--- config.mk ---
export PLATFORM = sky130hd
export DESIGN_NAME = nf1g_reg_ring_master
export DESIGN_NICKNAME = d
export VERILOG_FILES = /design/src/rtl/nf1g_reg_ring_master.sv
export SDC_FILE = /design/constraint.sdc
export NUM_CORES = 1
export LEC_CHECK = 0
export CAP_MARGIN = 20
export CORE_ASPECT_RATIO = 0.5
export CORE_UTILIZATION = 45
export DETAILED_ROUTE_END_ITERATION = 10
export GPL_TIMING_DRIVEN = 1
export PLACE_DENSITY = 0.86
export SYNTH_ARGS = -nofsm -noshare
export SYNTH_HDL_FRONTEND = slang
export SYNTH_SLANG_ARGS = --single-unit
export TNS_END_PERCENT = 30
--- constraint.sdc ---
create_clock -name CLK -period 4.77 [get_ports CLK]
set_input_delay 0.477 -clock CLK [delete_from_list [all_inputs] [get_ports CLK]]
set_output_delay 0.477 -clock CLK [all_outputs]
set_load 0.01 [all_outputs]
--- src/rtl/nf1g_reg_ring_master.sv ---
// Register-ring master: launches one host transaction into the ring and terminates it on return.
// A timed-out transaction is followed by a drain window so a late return cannot complete the next one.
module nf1g_reg_ring_master #(
    parameter int C_RBS_ADDR_WIDTH = 32,
    parameter int C_RBS_DATA_WIDTH = 32,
    parameter int C_RBS_SRC_WIDTH  = 2,
    parameter int C_SRC_ID         = 0,
    parameter int C_TIMEOUT        = 1023
) (
    input  logic                          CLK,
    input  logic                          RESETN,
    input  logic                          HOST_REQ,
    input  logic                          HOST_RD_WR_L,
    input  logic [C_RBS_ADDR_WIDTH-3:0]   HOST_ADDR,
    input  logic [C_RBS_DATA_WIDTH-1:0]   HOST_WDATA,
    output logic                          HOST_BUSY,
    output logic                          HOST_DONE,
    output logic                          HOST_ERR,
    output logic [C_RBS_DATA_WIDTH-1:0]   HOST_RDATA,
    output logic                          M_RBS_REQ,
    output logic                          M_RBS_ACK,
    output logic                          M_RBS_RD_WR_L,
    output logic [C_RBS_ADDR_WIDTH-3:0]   M_RBS_ADDR,
    output logic [C_RBS_DATA_WIDTH-1:0]   M_RBS_DATA,
    output logic [C_RBS_SRC_WIDTH-1:0]    M_RBS_SRC,
    input  logic                          S_RBS_REQ,
    input  logic                          S_RBS_ACK,
    input  logic                          S_RBS_RD_WR_L,
    input  logic [C_RBS_ADDR_WIDTH-3:0]   S_RBS_ADDR,
    input  logic [C_RBS_DATA_WIDTH-1:0]   S_RBS_DATA,
    input  logic [C_RBS_SRC_WIDTH-1:0]    S_RBS_SRC
);

    localparam int AW = C_RBS_ADDR_WIDTH - 2;
    localparam int DW = C_RBS_DATA_WIDTH;
    localparam int SW = C_RBS_SRC_WIDTH;
    localparam int CW = $clog2(C_TIMEOUT + 1);
    localparam logic [CW-1:0] CNT_LAST = CW'(C_TIMEOUT - 1);
    localparam logic [CW-1:0] CNT_MAX  = {CW{1'b1}};
    localparam logic [SW-1:0] SRC_ID   = SW'(C_SRC_ID);
    localparam logic [DW-1:0] ERR_DATA = DW'(32'hDEAD_BEEF);

    typedef enum logic [1:0] {IDLE, ISSUE, WAIT, DRAIN} state_t;

    state_t          state_q, state_d;
    logic [CW-1:0]   cnt_q, cnt_d;
    logic            busy_q, busy_d;
    logic            done_q, done_d;
    logic            err_q, err_d;
    logic [DW-1:0]   rdata_q, rdata_d;
    logic            m_req_q, m_req_d;
    logic            m_rd_q, m_rd_d;
    logic [AW-1:0]   m_addr_q, m_addr_d;
    logic [DW-1:0]   m_data_q, m_data_d;
    logic [SW-1:0]   m_src_q, m_src_d;
    logic            match;
    logic            cnt_last;

    // The launched address/direction registers double as the latched transaction.
    assign match    = S_RBS_REQ && (S_RBS_SRC == SRC_ID) &&
                      (S_RBS_ADDR == m_addr_q) && (S_RBS_RD_WR_L == m_rd_q);
    assign cnt_last = (cnt_q == CNT_LAST);

    always_ff @(posedge CLK or negedge RESETN) begin
        if (!RESETN) state_q <= IDLE;
        else         state_q <= state_d;
    end

    always_comb begin
        state_d = state_q;
        case (state_q)
            IDLE:    if (HOST_REQ) state_d = ISSUE;
            ISSUE:   state_d = WAIT;
            WAIT:    if (match) state_d = IDLE;
                     else if (cnt_last) state_d = DRAIN;
            DRAIN:   if (cnt_last) state_d = IDLE;
            default: state_d = IDLE;
        endcase
    end

    always_comb begin
        cnt_d    = cnt_q;
        busy_d   = (state_d != IDLE);
        done_d   = 1'b0;
        err_d    = 1'b0;
        rdata_d  = rdata_q;
        m_req_d  = 1'b0;
        m_rd_d   = m_rd_q;
        m_addr_d = m_addr_q;
        m_data_d = m_data_q;
        m_src_d  = m_src_q;
        case (state_q)
            IDLE: begin
                if (HOST_REQ) begin
                    m_req_d  = 1'b1;
                    m_rd_d   = HOST_RD_WR_L;
                    m_addr_d = HOST_ADDR;
                    m_data_d = HOST_RD_WR_L ? '0 : HOST_WDATA;
                    m_src_d  = SRC_ID;
                end
            end
            ISSUE: cnt_d = '0;
            WAIT: begin
                if (match) begin
                    done_d = 1'b1;
                    err_d  = ~S_RBS_ACK;
                    if (m_rd_q) rdata_d = S_RBS_ACK ? S_RBS_DATA : ERR_DATA;
                end else if (cnt_last) begin
                    done_d = 1'b1;
                    err_d  = 1'b1;
                    cnt_d  = '0;
                end else if (cnt_q != CNT_MAX) begin
                    cnt_d = cnt_q + CW'(1);
                end
            end
            DRAIN: if (!cnt_last && cnt_q != CNT_MAX) cnt_d = cnt_q + CW'(1);
            default: ;
        endcase
    end

    always_ff @(posedge CLK or negedge RESETN) begin
        if (!RESETN) begin
            cnt_q    <= '0;
            busy_q   <= 1'b0;
            done_q   <= 1'b0;
            err_q    <= 1'b0;
            rdata_q  <= '0;
            m_req_q  <= 1'b0;
            m_rd_q   <= 1'b0;
            m_addr_q <= '0;
            m_data_q <= '0;
            m_src_q  <= '0;
        end else begin
            cnt_q    <= cnt_d;
            busy_q   <= busy_d;
            done_q   <= done_d;
            err_q    <= err_d;
            rdata_q  <= rdata_d;
            m_req_q  <= m_req_d;
            m_rd_q   <= m_rd_d;
            m_addr_q <= m_addr_d;
            m_data_q <= m_data_d;
            m_src_q  <= m_src_d;
        end
    end

    assign HOST_BUSY     = busy_q;
    assign HOST_DONE     = done_q;
    assign HOST_ERR      = err_q;
    assign HOST_RDATA    = rdata_q;
    assign M_RBS_REQ     = m_req_q;
    assign M_RBS_ACK     = 1'b0;
    assign M_RBS_RD_WR_L = m_rd_q;
    assign M_RBS_ADDR    = m_addr_q;
    assign M_RBS_DATA    = m_data_q;
    assign M_RBS_SRC     = m_src_q;

endmodule

After elaboration in Yosys (flattened, before gate mapping)
Index checks and enable logic that the tools add are counted.
{"block": "word_totals", "regBits": 111, "output_inout_bits": 102, "elab_cells": 53}
{"block": "classes", "addsub": 1, "eq_ne": 10, "muxes": 19, "bitwise": 1, "n_reduce_logical": 12}
{"cell": "$mux 32", "count": 2}
{"cell": "$mux 10", "count": 4}
{"cell": "$eq 30x30->1", "count": 1}
{"cell": "$pmux 10 s3", "count": 1}
{"cell": "$add 10x1->10 const B", "count": 1}
{"cell": "$eq 10x10->1 const B", "count": 1}
{"cell": "$ne 10x10->1 const B", "count": 1}
{"cell": "$mux 2", "count": 4}
{"cell": "$pmux 2 s4", "count": 1}
{"cell": "$mux 1", "count": 7}
{"cell": "$eq 2x2->1 const B", "count": 2}
{"cell": "$logic_and 1x1->1", "count": 4}
{"cell": "$logic_not 2->1", "count": 2}
{"cell": "$ne 2x2->1 const B", "count": 2}
{"cell": "$reduce_and 4->1", "count": 1}
{"cell": "$ne 3x3->1 const B", "count": 1}
{"cell": "$reduce_and 3->1", "count": 1}
{"cell": "$reduce_bool 3->1", "count": 1}
{"cell": "$eq 2x1->1 const B", "count": 1}
{"cell": "$reduce_and 2->1", "count": 1}
{"cell": "$reduce_bool 2->1", "count": 1}
{"cell": "$eq 1x1->1", "count": 1}
{"cell": "$logic_not 1->1", "count": 1}
{"cell": "$not 1->1", "count": 1}

Logic depth before layout (Yosys ltp)
{"block": "logic_depth", "depth_word": 7, "mapped_depth": 8}

Worst setup path after synthesis
Ideal clock, no wire load.
{"block": "synth_path", "kind": "input-to-reg", "start": "input S_RBS_SRC[1]", "end": "register rdata_q[10], in the netlist HOST_RDATA[10]", "arrival_time_ns": 2.423, "setup_slack_ns": 2.222, "cell_stages": 8, "cell_sequence": "or3b_1 nor4_1 nand4_1 or4_1 buf_6 nor2_8 buf_12 mux2_4"}
{"block": "synth_between", "elab_chain_len": 5}
{"element": "from (decl)", "line": "31", "text": "input logic [C_RBS_SRC_WIDTH-1:0] S_RBS_SRC"}
{"element": "$logic_not 2->1", "line": "60", "text": "assign match = S_RBS_REQ && (S_RBS_SRC == SRC_ID) &&"}
{"element": "$logic_and 1x1->1 (2 in a row)", "line": "60"}
{"element": "$logic_and 1x1->1", "line": "61", "text": "(S_RBS_ADDR == m_addr_q) && (S_RBS_RD_WR_L == m_rd_q);"}
{"element": "$reduce_and 3->1 (no line)"}
{"element": "to (signal assigned)", "line": "138", "text": "rdata_q <= rdata_d;"}
{"element": "to (decl)", "line": "50", "text": "logic [DW-1:0] rdata_q, rdata_d;"}
No other way between the ends.
A chain may end at the register's enable or synchronous reset.

Worst setup path in the final report
{"block": "layout_path", "start": "input S_RBS_SRC[0]", "end": "register rdata_q[1], in the netlist HOST_RDATA[1]"}
Same word-level chain as after synthesis.

==> results.md <==
* Slowest stage delay, CP at 730 ps
* Data required, critical path at 5010 ps
* Routability Congestion at 0.863
* Post-CTS Resized at 0
* Post-DR wirelength/cell at 16.3 µm
* Rows at 27
* Core box area at 11200 µm²
* Status: finished, final reports clean
* Yosys reg bits at 111
* Effective utilization at floorplan at 47.0%
* Area contributors post-synth: dfrtp_1 53%, mux2_2 7.5%, mux2_4 6.3%
* Number of global-route vias before repair at 4094
* Final hold slack at 279 ps
* Worst Hold Class: in2async
* Antenna Cells at 0
* Startpoint types: input port
* WL met1 at 5.93 mm
* Largest net degree at the start of global routing at 72
* Hold Fails Final Rpt at 0
* Quantity of hold-fixing buffers added after cts at 0
* Power Dens Cells at 311 nW/µm²
* Final Routed Wirelength at 13.7 mm
* Root Buffer: clkbuf_16
* Rel. slew slack at 34.6%
* Clock Pin Slew Worst Setup and Hold Paths at 80 ps
* Worst-Margin Slew at 977 ps
* Reg area at 2780 µm²
* YS warnings at 0
* Initial DRC Count at 208
* Via count at 4067
* RSZ-0062 raised after global routing: no
* Overflow after GRT at 0
* Uppermost layer routed: met4
* Setup ws final at 1530 ps
* Syn_area_per_cell at 11.5 µm²
* Fraction of registers with async set/reset at 100%
* Pre-antenna DRT Iters at 4
* GRT Overall Usage at 23.4%
* Setup violations, final at 0
* Slowest cell on the critical path: or4_1
* Commonest non-fill, non-tap cells in the layout: 230 x clkdlybuf4s50_1, 111 x dfrtp_1, 48 x o21ai_0, 44 x nand2_1, 41 x nand2b_1
* Total Power at 2.46 mW
* Met3 wire len at 504 µm
* Worst ir drop on vdd at 0.261 mV
* Crit-path cells: clkdlybuf4s50_1 -> or3b_1 -> nor4_1 -> nand4_1 -> or4_1 -> nor2_8 -> mux2_2
* Die Y at 78.4 µm
* Total CTS buffers at 9
* Internal reg-to-reg setup slack at 1710 ps
* # DRC at 0
* Post-Syn Area at 5250 µm²
* Setup tns final at 0 ps
* Setup Fix Bufs, Post-CTS at 0
* Leading area contributor after synthesis: dfrtp_1
* CTS H-tree lvls at 3
* Placed Area at 7630 µm²
* Design Area, Final at 7910 µm²
* Count of input and output buffers at 231
* First-pass GRT wire length at 21.9 mm
* Net count, final at 812
* Die footprint at 12100 µm²
* Mapped Cells at 455
* Worst Skew at 10.8 ps
* Post-synth EDFFs at 0
* Leak at 3.50 nW
* Synth-to-Final Area Change at 50.6%
* TritonCTS clock tree: done
* Area of the multi-input gates at 2270 µm²
* Die width at 155 µm
* CP max FO at 32
* Post-placement setup slack at 1180 ps
* Insertion delay to the later sink of the worst-skew pair at 350 ps
* Max clock buf depth at 2
* Placed Cells at 825
* CP Class: in2reg
* Cell variety after synth at 37
* Max Freq at 0.309 GHz
* Clk sinks at 111
* Max cap viols at 0
* Fill count at 805
* DRT antenna net count at 0
* Worst EP arrival at 3470 ps
* Sequential share of the synthesized area at 52.9%
* # IOs at 235
* Synth Flop Type: dfrtp_1
* Slew Limit Fails at 0
* Core Util, Final at 70.7%
* Most common cell after layout, fill and taps aside: clkdlybuf4s50_1
* Crit end category: flip-flop
* Post-synth top area share at 52.9%
* Share of layout cells above drive strength 1 at 11.7%
* Initial antenna violation count at 0
* Post-Layout Cell Count at 841
* Tmin final at 3240 ps
* Metal2 WL at 7.02 mm
* Post-DP HPWL at 10.2 mm
* Final period util at 67.8%
* DR vias/cell at 4.84
## state kept, by name, summed over array words and instances (netlist names)
register	flops
HOST_RDATA	32
M_RBS_DATA	32
M_RBS_ADDR	30
cnt_q	10
state_q	2
HOST_BUSY	1
HOST_DONE	1
HOST_ERR	1
M_RBS_RD_WR_L	1
M_RBS_REQ	1
## path summary, 6_finish.rpt
path,from,end,cells past startpoint
max,S_RBS_SRC[0],HOST_RDATA[1],7
min,RESETN,HOST_RDATA[16],1
max reg2reg,M_RBS_ADDR[9],HOST_RDATA[1],6
min reg2reg,M_RBS_DATA[3],M_RBS_DATA[3],2
max in group asynchronous,RESETN,cnt_q[3],2
min in group CLK,M_RBS_DATA[3],M_RBS_DATA[3],2
## cell type report
type,instances,area share (%)
Clock buffer,11,2.94
Tap cell,159,2.52
Timing Repair Buffer,235,29.6
Inverter,12,0.570
Sequential cell,111,35.1
Multi-Input combinational cell,308,28.7
Clock inverter,5,0.522
## per-layer routing
metal  vias up  global-route usage (%)
met4         0                    6.83
met3        26                    4.69
li1       1972                       -
met1      1965                    29.3
met5         -                       0
met2       104                    41.4
## report_power, final
part	switching [mW]	total, mW	internal (mW)
clock	0.348	0.709	0.361
sequential	0.0984	1.15	1.05
combinational	0.222	0.605	0.384
## kinds of logic (layout without fill, tap and decap cells)
family	count (synthesis)	count (layout)	synth area share, %
compound gates	65	65	6.89
xor+xnor	31	31	5.17
fa+ha+maj	2	2	0.477
buf+inv	38	263	4.00
flops	111	111	52.9
mux	65	65	15.3
other cells	1	3	0.0714
simple gates	142	142	15.2
## critical path, delay by kind of cell
| kind | cells | cell delay [ps] |
|---|---|---|
| buffers and inverters | 1 | 430 |
| multiplexers | 1 | 400 |
| AND/OR/NAND/NOR | 5 | 2130 |
## synthesized netlist by cell type (4+ instances only)
| master | count |
|---|---|
| nand3_1 | 6 |
| mux2_2 | 35 |
| xnor2_1 | 8 |
| o21ai_0 | 48 |
| xor2_1 | 23 |
| inv_1 | 12 |
| clkbuf_1 | 16 |
| nand4_1 | 6 |
| nand2b_1 | 41 |
| or2b_1 | 18 |
| nor2_1 | 6 |
| nor2b_1 | 4 |
| o31ai_1 | 8 |
| nand2_1 | 45 |
| mux2_4 | 22 |
| dfrtp_1 | 111 |
| nor4_1 | 6 |
| mux2i_1 | 8 |
Note: power is estimated with default switching activity, not from simulation.
